$ cat src/rtl/cell_bist_ctrl.sv
// cell_bist_ctrl: LFSR pattern source and MISR signature checker for a combinational CUT.
// Defining CELL_BIST_PATCNT_EN adds the PATCNT output (patterns applied so far).
module cell_bist_ctrl #(
  parameter int          WIDTH  = 4,
  parameter int          OWIDTH = 2,
  parameter int          NPAT   = 255,
  parameter logic [15:0] SEED   = 16'hACE1
) (
  input  logic              CK,
  input  logic              RN,
  input  logic              START,
  output logic [WIDTH-1:0]  PAT,
  input  logic [OWIDTH-1:0] RSP,
  input  logic [15:0]       GOLDEN,
  output logic              BUSY,
  output logic              DONE,
  output logic [15:0]       SIG,
  output logic              PASS
`ifdef CELL_BIST_PATCNT_EN
  ,
  output logic [15:0]       PATCNT
`endif
);

  typedef enum logic [1:0] {
    S_IDLE,
    S_RUN,
    S_DONE
  } state_e;

  localparam logic [15:0] LAST = 16'(NPAT - 1);

  state_e      state_q, state_d;
  logic [15:0] lfsr_q, lfsr_d;
  logic [15:0] misr_q, misr_d;
  logic [15:0] cnt_q, cnt_d;
  logic [15:0] rsp_ext;

  // x^16+x^14+x^13+x^11+1, right-shifting Fibonacci form
  function automatic logic [15:0] step(input logic [15:0] x);
    return {x[0] ^ x[2] ^ x[3] ^ x[5], x[15:1]};
  endfunction

  // Zero-extend the CUT response to the MISR width
  always_comb begin
    rsp_ext = '0;
    rsp_ext[OWIDTH-1:0] = RSP;
  end

  // State, LFSR, MISR and pattern counter registers with synchronous reset
  always_ff @(posedge CK) begin
    if (!RN) begin
      state_q <= S_IDLE;
      lfsr_q  <= SEED;
      misr_q  <= '0;
      cnt_q   <= '0;
    end else begin
      state_q <= state_d;
      lfsr_q  <= lfsr_d;
      misr_q  <= misr_d;
      cnt_q   <= cnt_d;
    end
  end

  // Next-state: start or restart re-inits, RUN steps both registers once per pattern
  always_comb begin
    state_d = state_q;
    lfsr_d  = lfsr_q;
    misr_d  = misr_q;
    cnt_d   = cnt_q;
    unique case (state_q)
      S_IDLE, S_DONE: begin
        if (START) begin
          state_d = S_RUN;
          lfsr_d  = SEED;
          misr_d  = '0;
          cnt_d   = '0;
        end
      end
      S_RUN: begin
        misr_d = step(misr_q) ^ rsp_ext;
        lfsr_d = step(lfsr_q);
        cnt_d  = cnt_q + 16'd1;
        if (cnt_q == LAST) begin
          state_d = S_DONE;
        end
      end
      default: state_d = S_IDLE;
    endcase
  end

  // Outputs decoded from the current state
  always_comb begin
    BUSY = (state_q == S_RUN);
    DONE = (state_q == S_DONE);
    PAT  = BUSY ? lfsr_q[WIDTH-1:0] : '0;
    SIG  = (state_q == S_IDLE) ? '0 : misr_q;
    PASS = DONE && (misr_q == GOLDEN);
  end

`ifdef CELL_BIST_PATCNT_EN
  assign PATCNT = cnt_q;
`endif

endmodule

$ cat config.mk
export PLATFORM = sky130hd
export DESIGN_NAME = cell_bist_ctrl
export DESIGN_NICKNAME = d
export VERILOG_FILES = /design/src/rtl/cell_bist_ctrl.sv
export SDC_FILE = /design/constraint.sdc
export NUM_CORES = 1
export LEC_CHECK = 0
export ABC_AREA = 1
export CORE_ASPECT_RATIO = 1.1
export CORE_MARGIN = 2
export CORE_UTILIZATION = 53
export CTS_CLUSTER_SIZE = 10
export DETAILED_ROUTE_END_ITERATION = 10
export GPL_TIMING_DRIVEN = 0
export PLACE_DENSITY_LB_ADDON = 0.1
export SETUP_SLACK_MARGIN = 0.5
export SYNTH_ARGS = -nofsm -noshare
export SYNTH_HDL_FRONTEND = slang
export SYNTH_SLANG_ARGS = --single-unit
$ cat constraint.sdc
create_clock -name CK -period 1.4 [get_ports CK]
set_input_delay 0.14 -clock CK [delete_from_list [all_inputs] [get_ports CK]]
set_output_delay 0.14 -clock CK [all_outputs]
set_load 0.1 [all_outputs]
==> results.sh, run 1 <==
export IMPL_synth_seq_area_share=0.380
export IMPL_syn_inst=402
export IMPL_dominantRegCellSynth="sky130_fd_sc_hd__dfxtp_1"
export IMPL_postSynth_asyncResetShare=0
export IMPL_synth_adder_area_share=0.00951
export IMPL_globalroute_repair_timing_worst_endpoint="PASS"
export IMPL_synth_top_family_by_area="simple AND/OR/NAND/NOR gates"
export IMPL_synth_simple_area_share=0.315
export IMPL_initial_utilization=0.558
export IMPL_cts_hold_buf=0
export IMPL_cts_inserted_buffers=5
export IMPL_detailedPlacementHpwl_um=4860
export IMPL_dp_worst_setup_slack_ns=-1.09
export IMPL_cts_sink_count=50
export IMPL_post_synthesis_sequential_element_count=50
export IMPL_post_synth_instance_area_um2=2630
export IMPL_port_buffer_count=43
export IMPL_outcome="aborted with a tool error"
export IMPL_synthMuxAreaShare=0
export IMPL_ys_warnings_count=0
export IMPL_synth_net_count=425
export IMPL_cts_buffer_depth=2
export IMPL_edff_count_synth=0
export IMPL_endpoint_type="output port"
export IMPL_grt_max_degree=17
export IMPL_placement_rows=26
export IMPL_placed_area_um2=3460
export IMPL_boundaryPins=44
export IMPL_last_stage_reached="global routing (5_1_grt)"
export IMPL_finalWeightedCongestion=0.892
export IMPL_htree_levels=2
export IMPL_synth_compound_area_frac=0.159
export IMPL_error="[ERROR DPL-0038] Utilization greater than 100%, impossible to legalize"
export IMPL_dieHeight_um=77.9
export IMPL_die_width_um=71.2
export IMPL_average_size_of_a_mapped_cell_um2=6.55
export IMPL_clock_root_buffer="sky130_fd_sc_hd__clkbuf_8"
export IMPL_synth_cell_type_count=33
export IMPL_synthXorXnorAreaFrac=0.0233
-- what timing repair did --
action                                  4_1_cts
gates resized for setup                     341
cloned                                        5
setup buffers                                25
endpoints found under the setup margin       73
pin swaps                                    30
-- synth_stat cells (4+ instances only) --
cell type	n	area [um2]
sky130_fd_sc_hd__buf_2	5	25.0
sky130_fd_sc_hd__o21ai_0	17	85.1
sky130_fd_sc_hd__nand3_1	16	80.1
sky130_fd_sc_hd__nor2_1	57	214
sky130_fd_sc_hd__xnor2_1	5	43.8
sky130_fd_sc_hd__buf_6	4	45.0
sky130_fd_sc_hd__a21oi_2	4	35.0
sky130_fd_sc_hd__dfxtp_1	50	1000
sky130_fd_sc_hd__inv_1	48	180
sky130_fd_sc_hd__nand4_1	5	31.3
sky130_fd_sc_hd__a21oi_1	40	200
sky130_fd_sc_hd__o22ai_1	4	25.0
sky130_fd_sc_hd__nand2_1	113	424
-- stage by stage --
stage / util / instances / setup TNS (ns)
3_5_place_dp: 0.734 / 501 / -26.89
4_1_cts: 0.982 / 539 / -2.90
2_1_floorplan: - / 402 / -0.0719
3_3_place_gp: 0.734 / 501 / -25.40
-- cell families after synthesis --
group                    count (synthesis)
buffers and inverters                   66
flip-flops                              50
adder cells (fa/ha/maj)                  2
XOR/XNOR                                 7
AO/OA/AOI/OAI                           75
AND/OR/NAND/NOR                        202
==> run 2: changes to the inputs <==
- CORE_ASPECT_RATIO: 1.1 -> unset
- CORE_UTILIZATION: 53 -> 40
- CTS_CLUSTER_SIZE: 10 -> unset
- PLACE_DENSITY_LB_ADDON: 0.1 -> 0.15
- SETUP_SLACK_MARGIN: 0.5 -> unset
==> run 2 against run 1 <==
The flow now finishes, with violations (setup timing). Synthesized cell count did not move. Area after synthesis did not move.
==> results.sh, run 2 <==
export IMPL_setup_worst_path_start_class="flop"
export IMPL_drv_max_cap_violation_count=0
export IMPL_htree_levels=2
export IMPL_initial_utilization=0.414
export IMPL_mostFrequentLayoutCell="sky130_fd_sc_hd__nand2_1"
export IMPL_total_length_of_routed_wires_um=7230
export IMPL_antenna_found_initial=0
export IMPL_layout_top_registers="cnt_q x16, lfsr_q x16, misr_q x16"
export IMPL_slew_headroom=0.611
export IMPL_global_route_peak_usage_layer="met2"
export IMPL_crit_reg2reg_capture="cnt_q[1]"
export IMPL_power_per_cell_area_nw_per_um2=755
export IMPL_die_width_um=85.1
export IMPL_synth_net_count=425
export IMPL_ant_diodes=0
export IMPL_port_buffer_count=43
export IMPL_timing_critical_path_cells="inv_4 > nand2_4 > nor2_2 > nand2_1 > nor2_2 > nand3_2 > nor2_4 > buf_12"
export IMPL_die_area_um2=7240
export IMPL_dieHeight_um=85.1
export IMPL_boundaryPins=44
export IMPL_postSynth_asyncResetShare=0
export IMPL_area_used_by_multi_input_combinational_logic_um2=1580
export IMPL_min_path_type="flop to flop"
export IMPL_cpPeakStageDelay_ns=0.37
export IMPL_cts_hold_buf=0
export IMPL_rsz0062_at_grt="yes"
export IMPL_synth_seq_area_share=0.380
export IMPL_finalWeightedCongestion=0.886
export IMPL_holdCritStartpoint="cnt_q[0]"
export IMPL_average_size_of_a_mapped_cell_um2=6.55
export IMPL_clkLatencyLatePin_ns=0.32
export IMPL_hold_path_depth=1
export IMPL_vias=2768
export IMPL_dp_worst_setup_slack_ns=-1.08
export IMPL_setup_viol_count_final=22
export IMPL_post_synthesis_sequential_element_count=50
export IMPL_synth_cell_type_count=33
export IMPL_slew_violations=0
export IMPL_yosys_top_cells_area="sky130_fd_sc_hd__dfxtp_1 (38%), sky130_fd_sc_hd__nand2_1 (16%), sky130_fd_sc_hd__nor2_1 (8.1%), sky130_fd_sc_hd__a21oi_1 (7.6%), sky130_fd_sc_hd__inv_1 (6.8%)"
export IMPL_grt_pass1_vias=2507
export IMPL_holdWs_ns=0.462
export IMPL_worst_pin_slew_ns=0.584
export IMPL_yosysTopAreaCell="sky130_fd_sc_hd__dfxtp_1"
export IMPL_sequential_cell_area_um2=1020
export IMPL_globalRouteMet1Util=0.251
export IMPL_r2r_start="state_q[0]"
export IMPL_dominantRegCellSynth="sky130_fd_sc_hd__dfxtp_1"
export IMPL_end_kind="primary output"
export IMPL_detail_route_vias_per_cell=4.98
export IMPL_cts_inserted_buffers=5
export IMPL_design_final_nets=501
export IMPL_finish_utilization=0.637
export IMPL_layout_cells_most_common_list="sky130_fd_sc_hd__nand2_1 (111), sky130_fd_sc_hd__inv_1 (43), sky130_fd_sc_hd__dfxtp_1 (36)"
export IMPL_grt_met2_usage=0.327
export IMPL_cts_tree="done"
export IMPL_floorplan_core_area_um2=6350
export IMPL_met3_usage=0.0370
export IMPL_cts_clk_slew_worst_paths_ns=0.09
export IMPL_global_route_wire_length_before_repair_um=11400
export IMPL_fill_cells=566
export IMPL_detailedRoute_firstPassIterationCount=4
export IMPL_ys_warnings_count=0
export IMPL_report_final_hold_viol_count=0
export IMPL_post_synth_instance_area_um2=2630
export IMPL_vdd_ir_drop_max_mv=0.682
export IMPL_placement_rows=29
export IMPL_grt_use_total=0.194
export IMPL_worst_endpoint_required_ns=1.26
export IMPL_final_period_utilization=1.16
export IMPL_drt_wl_cell_um=13.0
export IMPL_setup_worst_path_class="flop to primary output"
export IMPL_drt_iter0_drc=99
export IMPL_clock_root_buffer="sky130_fd_sc_hd__clkbuf_8"
export IMPL_final_setup_skew_ns=0.0136
export IMPL_timing_critical_path_arrival_ns=1.49
export IMPL_cts_buffer_depth=2
export IMPL_edff_count_synth=0
export IMPL_critical_path_slowest_cell="sky130_fd_sc_hd__dfxtp_4"
export IMPL_synthTopCellsByCount="sky130_fd_sc_hd__nand2_1 (113), sky130_fd_sc_hd__nor2_1 (57), sky130_fd_sc_hd__dfxtp_1 (50), sky130_fd_sc_hd__inv_1 (48), sky130_fd_sc_hd__a21oi_1 (40)"
export IMPL_path_common_cell="sky130_fd_sc_hd__nor2_2"
export IMPL_antenna_violating_nets_post_route=0
export IMPL_post_route_min_period_ns=1.63
export IMPL_fmax_ghz=0.615
export IMPL_outcome="finished with violations"
export IMPL_yosysMostFrequentCell="sky130_fd_sc_hd__nand2_1"
export IMPL_crit_fanout=3
export IMPL_power_total_mw=3.05
export IMPL_cts_sink_count=50
export IMPL_grt_max_degree=17
export IMPL_worst_r2r_cell_count=7
export IMPL_final_layout_size_suffix_gt1_frac=0.301
export IMPL_remaining_drc_errors=0
export IMPL_leakage_nw=1.50
export IMPL_worst_hold_path_endpoint="cnt_q[0]"
export IMPL_synth_top_cell_area_share=0.380
export IMPL_timing_reg2reg_setup_slack_ns=-0.06
export IMPL_detailedPlacementHpwl_um=4910
export IMPL_failed_checks="setup timing"
export IMPL_remaining_global_route_overflow=0
export IMPL_syn_to_final_growth_pct=53.7
export IMPL_syn_inst=402
export IMPL_setup_tns_ns=-2.33
export IMPL_timing_final_ws_setup_ns=-0.227
run 2: cell type report:
class                      instances  share of cell area
clock buffer                       6              0.0204
inverter                          52              0.0517
sequential                        50               0.253
timing repair buffer              69               0.220
multi-input combinational        286               0.390
tap                               77              0.0238
clock inverter                     2             0.00402
buffer                            14              0.0368
run 2: how the worst max path moves through the flow:
stage	startpoint	endpoint	slack, ns	cells past startpoint
final	state_q[0]	PASS	-0.23	8
after global routing	state_q[0]	PASS	-0.31	8
after CTS	state_q[0]	PASS	-0.25	8
after detailed placement	state_q[0]	SIG[13]	-1.08	4
after global placement	GOLDEN[2]	PASS	-1.06	8
after floorplan	state_q[0]	SIG[0]	-0.10	2
run 2: metal layers:
layer	wire length, um	part of all wire	up-vias
met2	3460	0.48	75
li1	-	-	1428
met3	375	0.052	14
met4	148	0.020	0
met1	3240	0.45	1251
met5	0	0	-
run 2: where the power goes:
group | total (mW) | leakage (nW) | internal [mW] | switching, mW
clock | 0.917 | 0.0478 | 0.408 | 0.509
combinational | 0.651 | 1.04 | 0.294 | 0.357
sequential | 1.49 | 0.413 | 1.46 | 0.0260
run 2: timing repair:
item                       4_1_cts  5_1_grt
setup buffers                   12       13
pin swaps                        8        8
setup endpoints to repair       30       51
gates cloned                     0        1
gates resized for setup        225       54
run 2: critical path: cells and delay by family, from the launching register on:
family                 cells  cell delay [ns]
buffers and inverters      2             0.24
flip-flops                 1             0.37
AND/OR/NAND/NOR            6             0.57
run 2: logic make-up (layout without fill, tap and decap cells):
kind of cell	count (synthesis)	in the layout	share of synthesized area
and+or+nand+nor	202	202	0.315
xor gates and xnor gates	7	7	0.0233
buffers and inverters	66	143	0.113
adders and majority gates	2	2	0.00951
DFF	50	50	0.380
AOI/OAI and AO/OA	75	75	0.159
run 2: stage by stage:
stage,area [um2],instances
after detailed placement,3270,522
final,4040,556
after global placement,3270,522
after global routing,4040,556
after floorplan,2750,402
after CTS,3710,542
No activity file was read; power rests on OpenSTA's default activity.
